File: config.mk
export PLATFORM = sky130hd
export DESIGN_NAME = decryptor
export DESIGN_NICKNAME = d
export VERILOG_FILES = /design/src/rtl/decryptor.sv
export SDC_FILE = /design/constraint.sdc
export NUM_CORES = 1
export LEC_CHECK = 0
export ABC_AREA = 1
export CORE_MARGIN = 1.5
export CORE_UTILIZATION = 50
export CTS_CLUSTER_DIAMETER = 50
export CTS_CLUSTER_SIZE = 30
export DETAILED_ROUTE_END_ITERATION = 6
export PLACE_DENSITY = 0.65
export RECOVER_POWER = 25
export SETUP_SLACK_MARGIN = 0.02
export SLEW_MARGIN = 20
export SYNTH_ARGS = -nofsm -noshare
export SYNTH_HDL_FRONTEND = slang
export SYNTH_SLANG_ARGS = --single-unit
File: constraint.sdc
create_clock -name clk -period 2.2 [get_ports clk]
set_input_delay 0.66 -clock clk [delete_from_list [all_inputs] [get_ports clk]]
set_output_delay 0.66 -clock clk [all_outputs]
set_load 0.01 [all_outputs]
File: src/rtl/decryptor.sv
// Cipher-store decryptor: recovers a 4-bit number from a stored ciphertext by
// restoring division with the key, then undoing the encryptor's 2-bit rotate.
module decryptor #(
  parameter int ADDR_W = 4
) (
  input  logic              clk,
  input  logic              rst_n,
  input  logic              wr_en,
  input  logic [ADDR_W-1:0] wr_addr,
  input  logic [7:0]        wr_data,
  input  logic              start,
  input  logic [ADDR_W-1:0] rd_addr,
  input  logic [3:0]        key,
  output logic              busy,
  output logic              done,
  output logic [3:0]        num_out,
  output logic              err
);

  typedef enum logic [1:0] {IDLE, FETCH, DIV, FIN} state_t;

  state_t state, state_next;

  logic [7:0]        mem [2**ADDR_W];
  logic [ADDR_W-1:0] addr_q;
  logic [3:0]        key_q;
  logic [7:0]        dvd;
  logic [7:0]        quo;
  logic [4:0]        rem;
  logic [2:0]        step;

  logic [4:0] rem_sh;
  logic       take;
  logic [4:0] rem_new;
  logic       fin_err;

  // Store is deliberately not reset so contents survive an aborted operation.
  always_ff @(posedge clk) begin
    if (wr_en) mem[wr_addr] <= wr_data;
  end

  always_ff @(posedge clk or negedge rst_n) begin
    if (!rst_n) state <= IDLE;
    else        state <= state_next;
  end

  always_comb begin
    state_next = state;
    unique case (state)
      IDLE:    if (start) state_next = FETCH;
      FETCH:   state_next = DIV;
      DIV:     if (step == 3'd7) state_next = FIN;
      FIN:     state_next = IDLE;
      default: state_next = IDLE;
    endcase
  end

  always_comb begin
    busy = (state != IDLE);
  end

  always_comb begin
    rem_sh  = {rem[3:0], dvd[7]};
    take    = (rem_sh >= {1'b0, key_q});
    rem_new = take ? (rem_sh - {1'b0, key_q}) : rem_sh;
    fin_err = (key_q == 4'd0) || (rem != 5'd0) || (|quo[7:4]);
  end

  always_ff @(posedge clk or negedge rst_n) begin
    if (!rst_n) begin
      addr_q <= '0;
      key_q  <= '0;
      dvd    <= '0;
      quo    <= '0;
      rem    <= '0;
      step   <= '0;
    end else begin
      unique case (state)
        IDLE: begin
          if (start) begin
            addr_q <= rd_addr;
            key_q  <= key;
          end
        end
        FETCH: begin
          dvd  <= mem[addr_q];
          rem  <= '0;
          quo  <= '0;
          step <= '0;
        end
        DIV: begin
          rem  <= rem_new;
          dvd  <= {dvd[6:0], 1'b0};
          quo  <= {quo[6:0], take};
          step <= step + 3'd1;
        end
        default: ;
      endcase
    end
  end

  always_ff @(posedge clk or negedge rst_n) begin
    if (!rst_n) begin
      done    <= 1'b0;
      num_out <= '0;
      err     <= 1'b0;
    end else begin
      done <= (state == FIN);
      if (state == FIN) begin
        err     <= fin_err;
        num_out <= fin_err ? 4'd0 : {quo[1:0], quo[3:2]};
      end
    end
  end

endmodule

After elaboration in Yosys (flattened, before gate mapping)
Memory sizes are Yosys's and may differ from the RTL's.
Cells that the tools add are included.

cells by class
  add/subtract/negate cells = 2
  order comparisons = 1
  eq/ne operators = 6
  muxes and demuxes = 11
  reductions and logical operators = 10

operators with widths
  kind                 count
  $pmux 8 s2           2
  $pmux 5 s2           1
  $pmux 2 s4           1
  $pmux 3 s2           1
  $ge 5x4->1           1
  $mux 5               1
  $reduce_bool 5->1    1
  $sub 5x4->5          1
  $eq 2x2->1 const B   2
  $logic_not 4->1      1
  $mux 2               2
  $mux 4               1
  $ne 2x2->1 const B   2
  $reduce_and 2->1     2
  $reduce_bool 2->1    2
  $reduce_or 4->1      1
  $add 3x1->3 const B  1
  $eq 3x3->1 const B   1
  $eq 2x1->1 const B   1
  $logic_not 2->1      1
  $logic_or 1x1->1     2
  $mux 1               2

storage, ports and cells
  register bits = 40
  RAM bits = 128
  bits of input ports = 24
  output and inout bits = 7
  logic and storage cells = 41
  memories kept = 1

memories
  memory  words  bits a word  rd ports  clocked after memory_dff  wr ports  line  text
  mem     16     8            1         0                         1         24    logic [7:0] mem [2**ADDR_W];

Logic depth before layout (Yosys ltp)
Gate-level depths: netlist of run 1.

  depth in word-level cells = 4
  gate-level depth with buffers = 11
  mapped depth without buffers = 10

Worst setup path after synthesis of run 1
OpenSTA, ideal clock, no wires.

  path type = input to register
  start point = input wr_addr[2]
  end point = memory mem[10][0] (enable)
  setup time = 0.370 ns
  arrival = 1.241 ns
  data required time = 1.830 ns
  setup slack = 0.589 ns
  stages on the path = 2
  buffers on the path = 0
  cells stage by stage = nand3b_1 > nor2_1

RTL lines
  element             line  text
  start: declaration  9     input logic [ADDR_W-1:0] wr_addr,
  end: declaration    24

No word-level cell before the write port.

Final worst setup path of run 1
  start point = register state[0]
  end point = output busy

on the way
  cells in the longest elaborated chain, start to end = 1

RTL lines
  element                   line  text
  start: declaration        22    state_t state, state_next;
  start signal: assignment  44    else state <= state_next;
  $reduce_bool 2->1         59    busy = (state != IDLE);
  end: declaration          14    output logic busy,

No other way between the ends.

==> out/metrics.cfg, run 1 <==
[status]
outcome=finished, final reports clean

[timing]
timing.final.ws_setup_ps=117
maxSlewHeadroom_pct=22.3
hold_viol_final=0
fin_skew_ps=5.35
setup_violations=0
fmax_ghz=0.480
fin_tns_setup_ps=0
min_period_ps=2080
max_slew.worst_pin.slew_ps=1170
rsz0062_at_grt=no
period_share_pct=94.7
drv_slew=0

[cells_and_area]
area_growth_pct=15.8
fin_area_um2=8700
nets=849
drive_above_1_share_pct=7.98
layout_common_cells=229 x nand2_1, 132 x inv_1, 128 x edfxtp_1, 106 x nand3_1, 39 x dfrtp_1
fin_util_pct=59.6
final_common_cell=nand2_1
antenna_cells=0

[clocking]
cts_buffers=17
insertion_delay_ps=430
ctsHoldBuffers=0
cts_tree=built
path_clk_slew_ps=60
cts-root-buf=clkbuf_16
htree_levels=4
cts_sinks=168
cts.path.max_buffers=2

[worst_setup_path]
r2r_end=dvd[2]$_DFFE_PN0P_
r2r_start=state[0]$_DFFE_PN0P_
end_kind=output pin
crit_required_ps=1540
crit_slowest_cell=dfrtp_1
critPathMaxFanout=4
cp_slowest_stage_delay_ps=390
critPathLaunchType=flop
r2r_cells=7
regToRegSetupSlack_ps=440
worstSetupPathType=flop to output pin
crit_chain=inv_2 -> ha_1 -> inv_1 -> dlygate4sd2_1
cp.arrival_ps=1420

[drt]
drc_errors=0
drtAntennaViolNets=0
vias_per_cell=5.03
wl_per_cell_um=15.8
firstDrtPassIters=5
wirelength_mm=16.0
vias=5082
drt_first_iter_violations=391

[global_routing]
track_usage_pct=21.4
antenna_found_initial=0
overflow=0
grt_max_degree=66
grt_pass1_vias=4912
grt_pass1_wl_mm=25.7

[synth]
synth_nets=793
ys_seq_area_share_pct=64.5
syn_inst=758
synth_seq_cells=168
synth.distinct_cells=29
syn_area_um2=7510
yosys_warnings=0
syn_avg_cell_area_um2=9.91

[pwr]
leakagePower_nw=3.89
fin_total_pwr_mw=10.5
power.density_nw_per_um2=1200
ir_drop_v=0.000753

[floorplan]
core_area_um2=14600
row_count=44
fp.dieW_um=126
die-height_um=126
ios=31
die_area_um2=15800
start_util_pct=51.5

[placement]
place_ws_ps=137
place.gp.congestion=0.841
place.detailed.hpwl_mm=10.8
io_buffers=30
post_dp_cell_area_um2=8130

[min_path]
hold_class=primary input to asynchronous set/reset pin

[job]
maxCapViolations=0

==> power by group <==
part	internal, mW	switching, mW
Combinational	1.17	2.34
Clock	1.89	1.17
Sequential	3.72	0.162
Total	6.78	3.68
==> synthesized netlist by cell type <==
cell type	count	area, um2
a21oi_1	10	50.1
a22o_1	2	17.5
buf_1	1	3.75
buf_2	13	65.1
buf_4	1	7.51
buf_6	12	135
clkbuf_1	3	11.3
clkinv_1	2	7.51
dfrtp_1	40	1000
edfxtp_1	128	3840
fa_1	1	20.0
ha_1	10	125
inv_1	133	499
inv_2	3	11.3
mux2_2	1	11.3
nand2_1	229	860
nand2_2	1	6.26
nand3_1	106	531
nand3b_1	2	15.0
nand4_1	1	6.26
nor2_1	27	101
nor2_2	1	6.26
nor3_1	4	20.0
o21a_1	1	7.51
o21ai_0	9	45.0
o21ai_1	1	5.00
o22ai_1	14	87.6
or2_1	1	6.26
xor2_1	1	8.76
==> logic make-up after synthesis <==
| logic type | synth area share [%] |
|---|---|
| AO/OA/AOI/OAI | 2.83 |
| XOR/XNOR | 0.117 |
| adder cells (fa/ha/maj) | 1.93 |
| buffers and inverters | 9.86 |
| flip-flops | 64.5 |
| multiplexers | 0.150 |
| AND/OR/NAND/NOR | 20.6 |
==> cell type report <==
type | instances | area (um2)
timing repair buffer | 67 | 567
multi-input combinational | 422 | 1930
inverter | 138 | 518
fill | 1162 | 5890
sequential | 168 | 4850
clock buffer | 19 | 433
tap | 184 | 230
clock inverter | 13 | 179
==> registers in the layout (all words and copies together), names as in the netlist <==
register  count
mem         128
dvd           8
quo           8
rem           5
addr_q        4
key_q         4
num_out       4
step          3
state         2
done          1
err           1
==> routing by layer <==
metal | global-route usage (%) | part of all wire [%]
met5 | 0 | 0
met4 | 5.95 | 1.3
met1 | 29.1 | 44
met3 | 4.15 | 5.3
met2 | 35.4 | 50
==> worst max-delay path: cells and delay by family, from the launching register on <==
| family | cells | cell delay (ps) |
|---|---|---|
| buf+inv | 3 | 430 |
| flops | 1 | 390 |
| fa+ha+maj | 1 | 170 |
==> how the worst max path moves through the flow <==
stage | start | endpoint | cells after the start
4_1_cts | state[0]$_DFFE_PN0P_ | busy | 4
3_5_place_dp | wr_en | mem[14][5]$_DFFE_PP_ | 4
3_3_place_gp | wr_en | mem[14][1]$_DFFE_PP_ | 4
5_1_grt | state[0]$_DFFE_PN0P_ | busy | 4
2_1_floorplan | wr_addr[2] | mem[10][0]$_DFFE_PP_ | 2
6_report | state[0]$_DFFE_PN0P_ | busy | 4
==> what timing repair did <==
action	in CTS	in global routing
endpoints found under the hold margin	0	0
buffers inserted	1	0
setup endpoints to repair	1	1
resized for setup	1	1
pin swaps	0	0
==> through the flow <==
step	hold WS [ps]	cells
final	441	1011
after global routing	523	1011
after CTS	209	1011
after detailed placement	477	978
after global placement	465	978
after floorplan	364	758
(Power assumes the default switching activity.)
==> run 2, diff against run 1 <==
--- a/config.mk
+++ b/config.mk
@@ -14,6 +14,7 @@
 export PLACE_DENSITY = 0.65
 export RECOVER_POWER = 25
 export SETUP_SLACK_MARGIN = 0.02
+export SKIP_LAST_GASP = 1
 export SLEW_MARGIN = 20
 export SYNTH_ARGS = -nofsm -noshare
 export SYNTH_HDL_FRONTEND = slang
==> results of run 2 <==
Same layout as run 1: the final DEF is identical, and so are final timing and power.
